==> src/rtl/attn_pkg.sv <==
// Shared definitions for the attention-engine host-side blocks.
package attn_pkg;

    // Q1.6 feature width
    localparam int unsigned ATTN_DW = 8;
    // Features per query/key vector
    localparam int unsigned N_FEAT_DEFAULT = 4;

    typedef enum logic [1:0] {
        IDLE = 2'b00,
        SEND = 2'b01,
        DONE = 2'b10
    } qk_tx_state_t;

endpackage

==> src/rtl/qk_stream_tx_if.sv <==
// Valid/ready byte stream toward the engine's feature-input port.
interface qk_stream_tx_if
    import attn_pkg::*;
#(
    parameter int unsigned DATA_W = ATTN_DW
);

    logic [DATA_W-1:0] data;
    logic              vld;
    logic              rdy;
    logic              last;

    modport master (output data, output vld, output last, input rdy);
    modport slave  (input data, input vld, input last, output rdy);

endinterface

==> src/rtl/qk_feature_buf.sv <==
// Query/key feature store: synchronous write, combinational read by beat.
module qk_feature_buf
    import attn_pkg::*;
#(
    parameter int unsigned N_FEAT = N_FEAT_DEFAULT,
    parameter int unsigned DATA_W = ATTN_DW,
    localparam int unsigned IDX_W = $clog2(N_FEAT)
) (
    input  logic              clk,
    input  logic              rst_n,
    input  logic              wr_en,
    input  logic              wr_sel,
    input  logic [IDX_W-1:0]  wr_idx,
    input  logic [DATA_W-1:0] wr_data,
    input  logic              sel,
    input  logic [IDX_W-1:0]  idx,
    output logic [DATA_W-1:0] rd_data
);

    // [0] = query, [1] = key
    logic [DATA_W-1:0] mem_q [2][N_FEAT];

    // Register file update; reset clears every feature to zero
    always_ff @(posedge clk) begin
        if (!rst_n) begin
            for (int s = 0; s < 2; s++) begin
                for (int i = 0; i < N_FEAT; i++) begin
                    mem_q[s][i] <= '0;
                end
            end
        end else if (wr_en) begin
            mem_q[wr_sel][wr_idx] <= wr_data;
        end
    end

    // Read port addressed by the beat index split into (idx, sel)
    always_comb begin
        rd_data = mem_q[sel][idx];
    end

endmodule

==> src/rtl/qk_stream_tx.sv <==
// Streams interleaved q/k feature pairs to the attention engine input.
module qk_stream_tx
    import attn_pkg::*;
#(
    parameter int unsigned N_FEAT = N_FEAT_DEFAULT,
    parameter int unsigned DATA_W = ATTN_DW,
    localparam int unsigned IDX_W = $clog2(N_FEAT),
    localparam int unsigned BEAT_W = IDX_W + 1
) (
    input  logic              clk,
    input  logic              rst_n,
    input  logic              wr_en,
    input  logic              wr_sel,
    input  logic [IDX_W-1:0]  wr_idx,
    input  logic [DATA_W-1:0] wr_data,
    input  logic              start,
    output logic              busy,
    output logic              done,
    output logic              err,
    qk_stream_tx_if.master    m
);

    localparam logic [BEAT_W-1:0] LAST_BEAT = BEAT_W'(2 * N_FEAT - 1);

    qk_tx_state_t      state_q, state_d;
    logic [BEAT_W-1:0] beat_q, beat_d;
    logic              vld_q, vld_d;
    logic [DATA_W-1:0] data_q, data_d;
    logic              err_q, err_d;

    logic              buf_we;
    logic [BEAT_W-1:0] rd_beat;
    logic [DATA_W-1:0] rd_data;
    logic              fwd_q0;

    qk_feature_buf #(
        .N_FEAT (N_FEAT),
        .DATA_W (DATA_W)
    ) u_buf (
        .clk     (clk),
        .rst_n   (rst_n),
        .wr_en   (buf_we),
        .wr_sel  (wr_sel),
        .wr_idx  (wr_idx),
        .wr_data (wr_data),
        .sel     (rd_beat[0]),
        .idx     (rd_beat[BEAT_W-1:1]),
        .rd_data (rd_data)
    );

    // Read address: beat 0 when launching, otherwise the beat after the one on the bus
    always_comb begin
        rd_beat = '0;
        if (state_q == SEND) begin
            rd_beat = beat_q + 1'b1;
        end
    end

    // A q[0] write in the start cycle has not landed yet, so bypass it into beat 0
    always_comb begin
        fwd_q0 = wr_en && !wr_sel && (wr_idx == '0);
    end

    // Next-state, stream register and error-flag logic
    always_comb begin
        state_d = state_q;
        beat_d  = beat_q;
        vld_d   = vld_q;
        data_d  = data_q;
        err_d   = err_q;
        buf_we  = 1'b0;
        unique case (state_q)
            IDLE: begin
                buf_we = wr_en;
                if (start) begin
                    state_d = SEND;
                    beat_d  = '0;
                    vld_d   = 1'b1;
                    data_d  = fwd_q0 ? wr_data : rd_data;
                end
            end
            SEND: begin
                if (wr_en || start) begin
                    err_d = 1'b1;
                end
                if (vld_q && m.rdy) begin
                    if (beat_q == LAST_BEAT) begin
                        state_d = DONE;
                        vld_d   = 1'b0;
                    end else begin
                        beat_d = beat_q + 1'b1;
                        data_d = rd_data;
                    end
                end
            end
            DONE: begin
                buf_we  = wr_en;
                state_d = IDLE;
                if (start) begin
                    err_d = 1'b1;
                end
            end
            default: begin
                state_d = IDLE;
                vld_d   = 1'b0;
            end
        endcase
    end

    // State and output registers
    always_ff @(posedge clk) begin
        if (!rst_n) begin
            state_q <= IDLE;
            beat_q  <= '0;
            vld_q   <= 1'b0;
            data_q  <= '0;
            err_q   <= 1'b0;
        end else begin
            state_q <= state_d;
            beat_q  <= beat_d;
            vld_q   <= vld_d;
            data_q  <= data_d;
            err_q   <= err_d;
        end
    end

    // Outputs decoded from registered state only
    always_comb begin
        m.data = data_q;
        m.vld  = vld_q;
        m.last = vld_q && (beat_q == LAST_BEAT);
        busy   = (state_q == SEND);
        done   = (state_q == DONE);
        err    = err_q;
    end

endmodule

==> src/flat_wrapper.sv <==
// flat-port wrapper written by rule: the top's interface ports become plain ports
module qk_stream_tx_flat import attn_pkg::*;
#(
    parameter int unsigned N_FEAT = N_FEAT_DEFAULT,
    parameter int unsigned DATA_W = ATTN_DW,
    localparam int unsigned IDX_W = $clog2(N_FEAT),
    localparam int unsigned BEAT_W = IDX_W + 1
)
  (clk, rst_n, wr_en, wr_sel, wr_idx, wr_data, start, busy, done, err, m_data, m_vld, m_last, m_rdy);
  qk_stream_tx_if #(.DATA_W(DATA_W)) m_i ();
  input  logic clk;
  input  logic rst_n;
  input  logic wr_en;
  input  logic wr_sel;
  input  logic [IDX_W-1:0] wr_idx;
  input  logic [DATA_W-1:0] wr_data;
  input  logic start;
  output logic busy;
  output logic done;
  output logic err;
  output wire logic [$bits(m_i.data)-1:0] m_data;
  output wire logic [$bits(m_i.vld)-1:0] m_vld;
  output wire logic [$bits(m_i.last)-1:0] m_last;
  input wire logic [$bits(m_i.rdy)-1:0] m_rdy;
  assign m_data = m_i.data;
  assign m_vld = m_i.vld;
  assign m_last = m_i.last;
  assign m_i.rdy = m_rdy;
  qk_stream_tx #(.N_FEAT(N_FEAT), .DATA_W(DATA_W)) u_core (.clk(clk), .rst_n(rst_n), .wr_en(wr_en), .wr_sel(wr_sel), .wr_idx(wr_idx), .wr_data(wr_data), .start(start), .busy(busy), .done(done), .err(err), .m(m_i));
endmodule
==> config.mk <==
export PLATFORM = sky130hd
export DESIGN_NAME = qk_stream_tx_flat
export DESIGN_NICKNAME = d
export VERILOG_FILES = /design/src/rtl/attn_pkg.sv /design/src/rtl/qk_stream_tx_if.sv /design/src/rtl/qk_feature_buf.sv /design/src/rtl/qk_stream_tx.sv /design/src/flat_wrapper.sv
export SDC_FILE = /design/constraint.sdc
export NUM_CORES = 1
export LEC_CHECK = 0
export ABC_AREA = 1
export CORE_MARGIN = 2
export CORE_UTILIZATION = 60
export DETAILED_ROUTE_END_ITERATION = 8
export GPL_TIMING_DRIVEN = 0
export PLACE_DENSITY_LB_ADDON = 0.1
export SETUP_SLACK_MARGIN = 0.5
export SYNTH_ARGS = -nofsm -noshare
export SYNTH_HDL_FRONTEND = slang
export SYNTH_SLANG_ARGS = --single-unit
==> constraint.sdc <==
create_clock -name clk -period 5.6 [get_ports clk]
set_clock_uncertainty 0.15 [all_clocks]
set_input_delay 0.56 -clock clk [delete_from_list [all_inputs] [get_ports clk]]
set_output_delay 0.56 -clock clk [all_outputs]
set_load 0.02 [all_outputs]
Word level (Yosys, flattened, before mapping)

Memory sizes are Yosys's and may differ from the RTL's.
Cells that the tools add are included.

Muxes and demuxes: 33
Equality and inequality tests: 9
Add/sub/neg operators: 1
Order comparisons: 3
Bitwise gates (word level): 3
Reductions and logical operators: 17

Operator list:

| operator            | count |
|---|---|
| $mux 32             | 3 |
| $mux 8              | 7 |
| $reduce_or 32->1    | 1 |
| $bmux 8 s2          | 1 |
| $demux 8 s2         | 1 |
| $pmux 8 s2          | 1 |
| $mux 3              | 4 |
| $mux 1              | 9 |
| $reduce_and 4->1    | 2 |
| $ge 3x3->1 const B  | 2 |
| $mux 2              | 3 |
| $ne 2x1->1 const B  | 3 |
| $ne 2x2->1 const B  | 3 |
| $not 2->3           | 2 |
| $pmux 3 s2          | 1 |
| $reduce_and 3->1    | 2 |
| $logic_and 1x1->1   | 5 |
| $logic_not 2->1     | 2 |
| $pmux 2 s2          | 1 |
| $reduce_bool 2->1   | 2 |
| $add 3x1->3 const B | 1 |
| $eq 3x3->1 const B  | 1 |
| $lt 3x1->1 const B  | 1 |
| $pmux 1 s3          | 1 |
| other kinds (7)     | 7 |

Input port bits: 16
Register bits after elaboration: 15
Output and inout port bits: 13
Word-level logic and storage cells: 72
Memory bits (writable): 64
Memories: 1

Memory list:

| name               | words | bits a word | rd ports | clocked after Yosys merged registers in | wr ports | RTL line             | source |
|---|---|---|---|---|---|---|---|
| u_core.u_buf.mem_q | 2     | 32          | 1        | 0                                       | 2        | qk_feature_buf.sv:21 | `logic [DATA_W-1:0] mem_q [2][N_FEAT];` |

Logic depth before layout (Yosys ltp)

Gate-level depths: netlist of the first run.

Word-level depth: 9
Mapped depth: 11

By module

Synthesis of the first run repeated with hierarchy kept, for this count alone.

Cell total of the unflattened synthesis: 491
Area total of the unflattened synthesis: 4066.4 µm²

Modules (own cells, without submodules):

| module         | instances | area an instance (µm²) | seq. area each (µm²) | cells each |
|---|---|---|---|---|
| qk_feature_buf | 1         | 3196.8                 | 1921.8               | 358 |
| qk_stream_tx   | 1         | 869.6                  | 300.3                | 133 |

Least setup slack after synthesis of the first run

OpenSTA, ideal clock, no wires.

Path kind: input to register
Start: input wr_idx[1]
End: memory u_core.u_buf.mem_q[1][24] in the netlist's numbering (enable)
Path slack: 3364 ps
Stages on the path: 5
Path buffers: 0
Library setup time: 384 ps
Data arrival time: 1702 ps
Path through: nor2_1 inv_1 nor2_1 clkinv_1 o21ai_0

RTL lines:

| what            | RTL line             | source |
|---|---|---|
| start, declared | flat_wrapper.sv:15   | `input logic [IDX_W-1:0] wr_idx;` |
| end, declared   | qk_feature_buf.sv:21 |  |

==> flow_summary.yaml, run 1 <==
yosys:
  synth.distinct_cells: 23
  synthSimpleGateAreaFrac_pct: 28.4
  synthTopCellsByArea: "edfxtp_1 51%, nand2_1 10%, dfxtp_1 8.0%, nor2_1 6.5%, nand3_1 5.6%"
  yosys.area.top_type: "edfxtp_1"
  synth_fa_ha_area_share_pct: 0.667
  ys_ff_latch: 79
  muxShareOfSynthArea_pct: 0
  synth_xor_area_share_pct: 0
  synth-compound-area-share_pct: 4.20
  seq_area_frac_synth_pct: 59.3
  synth.net_count: 447
  postSynthCellCount: 429
  yosys_warnings: 0
  netlist.area_leader.share_pct: 51.3
  netlist_area_sq_um: 3750
  synth_top_family_by_area: "simple AND/OR/NAND/NOR gates"
  syn_area_per_cell_sq_um: 8.74
clock_tree:
  numCtsBuffers: 9
  cts_root_buf: "clkbuf_8"
  clk_pin_slew_ps: 80
  cts_hold_buf: 0
  h-tree-depth: 3
  clock_path_buffers: 2
  tritoncts: "done"
  cts_sinks: 79
  clkLatencyLatePin_ps: 350
  cts_setup_buffers: 0
  cts_resized: 0
sta:
  drv_slew: 0
  max_freq_mhz: 343
  rsz0062_at_grt: "false"
  worst_slew_pin_slew_ps: 1120
  relSlewSlack_pct: 24.6
  setup-tns-final_ps: 0
  whs_ps: 312
  setup_viol: 0
  min_period_over_period_pct: 52.0
  finalHoldViolCount: 0
  min_period_ps: 2910
global_routing:
  grt_pass1_vias: 2812
  grt-ovfl-total: 0
  antenna_found_initial: 0
  grt_pass1_wl_um: 14400
  grt_start_max_net_pins: 14
  grtUsageTotal_pct: 27.6
placement:
  hpwl_um: 6410
  portBuffers: 27
  gp_congestion: 0.995
layout:
  register_area_sq_um: 2220
  drive_gt1_share_pct: 8.90
  nNetsFinal: 485
  final_common_cell: "nand2_1"
  mostFrequentLayoutCells: "102 x nand2_1, 65 x nor2_1, 64 x edfxtp_1, 54 x inv_1, 42 x nand3_1"
  multi_input_comb_area_sq_um: 1250
  fillers: 474
  antenna_cells: 0
  synthToLayoutAreaGrowth_pct: 14.1
die:
  io_pins: 29
  core.rowCount: 28
  die_y_um: 83.1
  fp.dieArea_sq_um: 6900
  core_area_sq_um: 5990
  die_width_um: 83.1
  initial_core_util_pct: 62.6
hold_path:
  holdCritStartpoint: "u_core.err"
  hold_class: "register to register"
critical_path:
  crit_chain: "clkdlybuf4s50_1 -> inv_1 -> nor2_1 -> nand2_1 -> o21ai_0"
  worstPathRequired_ps: 5420
  critPathSlowestCell: "o21ai_0"
  startpoint: "wr_en"
  critPathArrivalTime_ps: 2730
  criticalPathCategory: "primary input to register"
  r2r_start: "u_core.state_q[0]"
  crit_path_end_kind: "register"
  path_max_fanout: 9
  slowest_delay_ps: 960
  startpoint_type: "primary input"
power:
  ir_drop_uv: 204
  power.density_nw_per_um2: 288
  leakage_uw: 0.00187
  totalPowerFinal_uw: 1230
detailed_routing:
  num_vias: 3014
  vias_per_cell: 5.51
  final_antenna_net_count: 0
  drt_pass1_iterations: 7
  drc_errors: 0
  drt_first_iter_violations: 275
  wl_per_cell_um: 16.8
  routed_wl_um: 9170
flow_run:
  max_cap_viol_count: 0
run_status:
  status: "completed"
[sequential cells by signal (all words and copies together) (netlist names)]
| signal | count |
|---|---|
| u_core.state_q | 2 |
| u_core.err | 1 |
| u_core.m.data | 8 |
| u_core.m.vld | 1 |
| u_core.u_buf.mem_q | 64 |
| u_core.beat_q | 3 |
[path summary, 6_finish.rpt]
check	to	slack, ps	cells after the start
worst min register to register	u_core.err	310	2
worst max register to register	u_core.u_buf.mem_q[1][31]	3070	3
worst max-delay path	u_core.u_buf.mem_q[1][31]	2690	5
worst min-delay path	u_core.err	310	2
[where the power goes]
part	internal (uW)	leakage, uW	total (uW)	switching [uW]
clock	157	0.0000862	365	208
sequential	669	0.000787	682	13.1
combinational	62.5	0.000999	185	123
total	889	0.00187	1230	344
[worst max-delay path, delay by kind of cell]
family	cells	cell delay [ps]
AND/OR/NAND/NOR	2	640
AO/OA/AOI/OAI	1	960
buffers and inverters	2	570
[layout make-up]
type	count	share of cell area [%]
Sequential cell	79	51.9
Multi-Input combinational cell	279	29.2
Timing Repair Buffer	27	6.32
Inverter	57	5.00
Clock buffer	9	2.90
Tap cell	75	2.19
Buffer	14	1.52
Clock inverter	7	0.936
[metal layers]
layer / global-route usage [%] / up-vias / part of all wire (%)
met5: 0 / - / 0
met1: 38.1 / 1355 / 43
met3: 6.26 / 31 / 8.1
li1: - / 1472 / -
met4: 14.0 / 0 / 4.9
met2: 41.2 / 156 / 44
[kinds of logic (layout without fill, tap and decap cells)]
group | Yosys count | in the layout
simple gates | 246 | 246
flops | 79 | 79
buf+inv | 71 | 114
compound gates | 31 | 31
fa+ha+maj | 2 | 2
[through the flow]
stage	instances	area, sq um	worst slack, ps	util, %
finish	547	4280	2690	71.4
floorplan	429	3750	3360	-
CTS	547	4280	2750	71.4
global placement	531	4110	2470	68.7
detailed placement	531	4110	2380	68.7
global route	547	4280	2510	71.4
[synth_stat cells, drive strengths merged]
cell type	instances
nand2	108
nor2	69
edfxtp	64
inv	56
nand3	43
a21oi	25
dfxtp	15
nand4	9
nor3	9
or2	8
buf	7
clkbuf	7
o21ai	5
ha	2
clkinv	1
o21bai	1
Power figures use the tool's default switching activity.
==> run 2, diff against run 1 <==
--- a/config.mk
+++ b/config.mk
@@ -7,7 +7,7 @@
 export LEC_CHECK = 0
 export ABC_AREA = 1
 export CORE_MARGIN = 2
-export CORE_UTILIZATION = 60
+export CORE_UTILIZATION = 52
 export DETAILED_ROUTE_END_ITERATION = 8
 export GPL_TIMING_DRIVEN = 0
 export PLACE_DENSITY_LB_ADDON = 0.1
==> constraint.sdc (replaced) <==
create_clock -name clk -period 2.54 [get_ports clk]
set_clock_uncertainty 0.15 [all_clocks]
set_input_delay 0.254 -clock clk [delete_from_list [all_inputs] [get_ports clk]]
set_output_delay 0.254 -clock clk [all_outputs]
set_load 0.02 [all_outputs]
==> flow_summary.yaml, run 2 (synthesis gave the netlist of run 1 again) <==
run_status:
  status: "completed"
clock_tree:
  cts_hold_buf: 0
  clkLatencyLatePin_ps: 360
  clk_pin_slew_ps: 70
  numCtsBuffers: 9
  cts_sinks: 79
  cts_setup_buffers: 0
  clock_path_buffers: 2
  tritoncts: "done"
  h-tree-depth: 3
  cts_root_buf: "clkbuf_8"
placement:
  gp_congestion: 0.859
  portBuffers: 27
  place_area_sq_um: 4140
  hpwl_um: 6620
sta:
  relSlewSlack_pct: 40.7
  min_period_ps: 1970
  rsz0062_at_grt: "true"
  finalHoldViolCount: 0
  drv_slew: 0
  whs_ps: 305
  max_freq_mhz: 507
  setup_viol: 0
  min_period_over_period_pct: 77.6
  worst_slew_pin_slew_ps: 890
critical_path:
  startpoint: "wr_en"
  rrSetupSlack_ps: 610
  critPathSlowestCell: "clkdlybuf4s50_1"
  crit_chain: "clkdlybuf4s50_1 -> inv_1 -> nor2_4 -> nand2_4 -> nor2_4 -> nand2_2 -> nand2_2"
  critPathArrivalTime_ps: 1870
  reg2regPathDepth: 8
  worstPathRequired_ps: 2440
  path_max_fanout: 9
  criticalPathCategory: "primary input to register"
  startpoint_type: "primary input"
  crit_path_end_kind: "register"
  r2r_start: "u_core.beat_q[0]"
  rr_endpoint: "u_core.m.data[4]"
  slowest_delay_ps: 510
  setup.worst_path.end: "u_core.u_buf.mem_q[0][6]"
die:
  initial_core_util_pct: 54.6
  io_pins: 29
  die_y_um: 88.9
  core.rowCount: 30
  core_area_sq_um: 6870
  fp.dieArea_sq_um: 7910
  die_width_um: 88.9
global_routing:
  gr-max-usage-layer: "met2"
  use_met2_pct: 41.4
  use_met1_pct: 33.3
  grt_start_max_net_pins: 14
  grtUsageTotal_pct: 25.9
  grt-ovfl-total: 0
  grt_pass1_wl_um: 14200
  grt_pass1_vias: 2847
  use_met3_pct: 6.93
  antenna_found_initial: 0
flow_run:
  max_cap_viol_count: 0
layout:
  mostFrequentLayoutCells: "96 x nand2_1, 64 x nor2_1, 64 x edfxtp_1, 53 x inv_1, 42 x nand3_1"
  antenna_cells: 0
  fin_area_sq_um: 4410
  synthToLayoutAreaGrowth_pct: 17.5
  regMostFlops: "u_core.u_buf.mem_q"
  nNetsFinal: 485
  final_common_cell: "nand2_1"
  utilization_pct: 64.1
  drive_gt1_share_pct: 11.9
  largest_reg_flops: 64
detailed_routing:
  wl_per_cell_um: 16.5
  final_antenna_net_count: 0
  drt_pass1_iterations: 6
  drc_errors: 0
  vias_per_cell: 5.29
  routed_wl_um: 9370
  num_vias: 3006
  drt_first_iter_violations: 232
power:
  power.density_nw_per_um2: 665
  ir_drop_uv: 369
  totalPowerFinal_uw: 2930
  leakage_uw: 0.00192
hold_path:
  hold_class: "register to register"
[run 2: cell count changes in the layout (fill, tap and decap cells not counted), sizes merged]
| cell | delta |
|---|---|
| clkinv | -6 |
| clkbuf | +4 |
| inv | +1 |
| bufinv | +2 |
| dlygate4sd2 | +2 |
| clkdlybuf4s50 | -3 |
[run 2: timing repair]
item	CTS	global route
pin swaps	0	2
resized for setup	14	18
gates cloned	0	0
setup endpoints to repair	99	71
[run 2: layer usage]
layer / vias to the layer above / routed length [um] / share of wire [%]
met5: - / 0 / 0
met4: 0 / 267 / 2.9
met1: 1391 / 3930 / 42
li1: 1471 / - / -
met3: 22 / 555 / 5.9
met2: 122 / 4610 / 49
[run 2: final cells by class]
cell class	instances	area [sq um]
multi-input combinational	279	1310
sequential	79	2220
buffer	14	72.6
clock inverter	4	71.3
timing repair buffer	27	263
tap	96	120
clock buffer	12	135
inverter	57	214
fill	607	2460
[run 2: report_power, final]
part	leakage, uW	switching, uW	total (uW)	internal, uW
sequential	0.000787	29.4	1510	1480
combinational	0.00103	281	425	144
clock	0.0000982	449	1000	552
[run 2: how the worst min path moves through the flow]
| stage | from | end | depth (start not counted) |
|---|---|---|---|
| 2_1_floorplan | m_rdy | u_core.state_q[1] | 2 |
| 3_3_place_gp | u_core.err | u_core.err | 2 |
| 3_5_place_dp | u_core.err | u_core.err | 2 |
| 4_1_cts | u_core.err | u_core.err | 2 |
| 5_1_grt | u_core.err | u_core.err | 2 |
| 6_report | u_core.err | u_core.err | 2 |
[run 2: worst max-delay path, delay by kind of cell]
kind,cells,cell delay (ps)
buffers and inverters,2,610
and+or+nand+nor,5,980
[run 2: stage by stage]
stage | setup WS (ps) | setup TNS, ps | instances
6_report | 569 | 0 | 568
5_1_grt | 480 | 0 | 568
4_1_cts | 501 | 0 | 568
3_5_place_dp | -385 | -11510 | 552
3_3_place_gp | -290 | -10110 | 552
2_1_floorplan | 603 | 0 | 429
==> patch, RTL diff (settings of run 2) <==
Set the package constant `N_FEAT_DEFAULT` to 16 (it was 4).
--- a/src/rtl/attn_pkg.sv
+++ b/src/rtl/attn_pkg.sv
@@ -4,7 +4,7 @@
     // Q1.6 feature width
     localparam int unsigned ATTN_DW = 8;
     // Features per query/key vector
-    localparam int unsigned N_FEAT_DEFAULT = 4;
+    localparam int unsigned N_FEAT_DEFAULT = 16;
 
     typedef enum logic [1:0] {
         IDLE = 2'b00,
Ports: changed (resized wr_idx); port bits go from 29 to 31. No check against the original RTL was run, so the function may have changed too.
==> patch against run 2 <==
Utilization grew 8.0 points; routed wire length grew to 4.9 times the old value; synthesized area grew to 3.4 times the old value; synthesized cell count grew to 3.2 times the old value; sequential cell count grew 194; non-clock buffer count grew 157; die area grew to 3.2 times the old value; setup slack lost 0.32 ns; design area grew to 4.0 times the old value; the run now ends with hold timing, capacitance limit, slew limit left; largest power group unchanged; power grew to 4.2 times the old value.
==> patch: results (changes against run 2) <==
Vias per Instance 5.796 (was 5.292); CP max stage cell clkdlybuf4s15_1 (was clkdlybuf4s50_1); Mapped Nets 1379 (was 447); max-slew violation count 22 (was 0); largest net degree at the start of global routing 15 (was 14); Max Fanout on Critical Path 10 (was 9); worst rel slew slack -0.03632 (was 0.4069); first-pass GRT wire length 61.21 mm (was 14.21 mm); 1st-iter DRT viols 1783 (was 232); failing checks hold timing, capacitance limit, slew limit; Leak Pwr 7.239 nW (was 1.917 nW); CTS Buf Count 29 (was 9); max incr delay on CP 1.27 ns (was 0.51 ns); Max Cap Viol 2 (was 0); Hold Path Class primary input to flip-flop (was flip-flop to flip-flop); max reg flops 256 (was 64); Hold Worst Slack -0.05855 ns (was 0.3051 ns); post-synth cell types 29 (was 23); layout cells sized above 1 0.3197 (was 0.1186); DRT Wirelength 45.59 mm (was 9.368 mm); Post-Place Cells 1721 (was 552); Fin. Hold Viols 2 (was 0); Final nets 1539 (was 485); vias post-DR 10820 (was 3006); top cells by count, synth nor2_1 (310), edfxtp_1 (256), nand2_1 (231) (was nand2_1 (102), nor2_1 (65), edfxtp_1 (64)); sequential share of the synthesized area 0.6322 (was 0.5926); Switching Share 0.3087 (was 0.2592); Post-synth EDFFs 256 (was 64); outcome complete, but fails checks (was completed); CTS root buf clkbuf_16 (was clkbuf_8); crit path DAT 2.33 ns (was 1.87 ns); vias in the first global route 9347 (was 2847); filler instances 1691 (was 607); Placement Setup Slack -0.9518 ns (was -0.3852 ns); clock buffer depth 3 (was 2); Tot GR Track Use 0.3293 (was 0.2586); VDD IR max 0.5806 mV (was 0.3688 mV); Routability Congestion 0.9819 (was 0.8592); clock latency at the later pin of the worst-skew pair 0.57 ns (was 0.36 ns); Port Buffers 30 (was 27); largest cells by area after synthesis edfxtp_1 (61%), nor2_1 (9.2%), nand3_1 (7.1%), nand2_1 (6.8%), inv_1 (4.8%) (was edfxtp_1 (51%), nand2_1 (10%), dfxtp_1 (8.0%), nor2_1 (6.5%), nand3_1 (5.6%))
==> patch: worst paths after layout <==
kind | start | endpoint | slack, ns | depth (start not counted)
worst max-delay path | rst_n | u_core.u_buf.mem_q[0][46]$_SDFFCE_PN0P_ | 0.25 | 3
worst min-delay path | rst_n | u_core.beat_q[2]$_SDFFE_PN0P_ | -0.06 | 3
worst max register to register | u_core.state_q[0]$_SDFFE_PN0P_ | u_core.u_buf.mem_q[1][93]$_DFFE_PP_ | 0.29 | 9
worst min register to register | u_core.err$_SDFFE_PN0P_ | u_core.err$_SDFFE_PN0P_ | 0.31 | 2
==> patch: layout make-up <==
type,count,share of cell area
buffer,69,0.04139
clock buffer,33,0.04246
clock inverter,21,0.009038
inverter,176,0.04089
multi-input combinational,841,0.2924
sequential,273,0.4607
tap,324,0.02324
timing repair buffer,129,0.08988
==> patch: cells by family after synthesis <==
group | after synthesis | synth area share
AND/OR/NAND/NOR | 749 | 0.2472
flip-flops | 273 | 0.6322
buffers and inverters | 245 | 0.08149
AO/OA/AOI/OAI | 90 | 0.03715
adder cells (fa/ha/maj) | 2 | 0.001970
==> patch: what timing repair did <==
action	CTS	global route
buffers inserted	32	51
pin swaps	38	76
endpoints found under the hold margin	0	2
resized for setup	278	301
endpoints found under the setup margin	498	343
gates cloned	2	6
==> patch: per-layer routing <==
layer  track usage  vias to the layer above  share of wire
met4       0.09828                        0          0.045
li1              -                     4780              -
met1        0.5031                     5082           0.39
met3       0.06987                      144           0.13
met2        0.4756                      810           0.43
met5             0                        -              0
==> patch: metrics by stage <==
step | hold slack (ns) | TNS [ns] | util | instance area, um2
2_1_floorplan | 0.2424 | 0 | - | 12740
3_3_place_gp | 0.2900 | -497.98 | 0.5561 | 13440
3_5_place_dp | 0.3099 | -249.78 | 0.5639 | 13630
4_1_cts | 0.1296 | 0 | 0.6520 | 15760
5_1_grt | -0.05021 | 0 | 0.7215 | 17440
6_report | -0.05855 | 0 | 0.7215 | 17440
==> patch: worst max-delay path, delay by kind of cell <==
family                 cells  cell delay (ns)
and+or+nand+nor            1             0.55
buffers and inverters      2             1.50
==> patch: power groups by stage <==
| stage | Combinational [mW] | Clock, mW | Sequential, mW |
|---|---|---|---|
| 2_1_floorplan | 1.24 | 0 | 5.39 |
| 3_3_place_gp | 2.03 | 0 | 5.37 |
| 3_5_place_dp | 2.06 | 0 | 5.38 |
| 4_1_cts | 2.39 | 4.07 | 5.30 |
| 5_1_grt | 2.96 | 4.26 | 5.34 |
| 6_report | 2.81 | 4.11 | 5.31 |
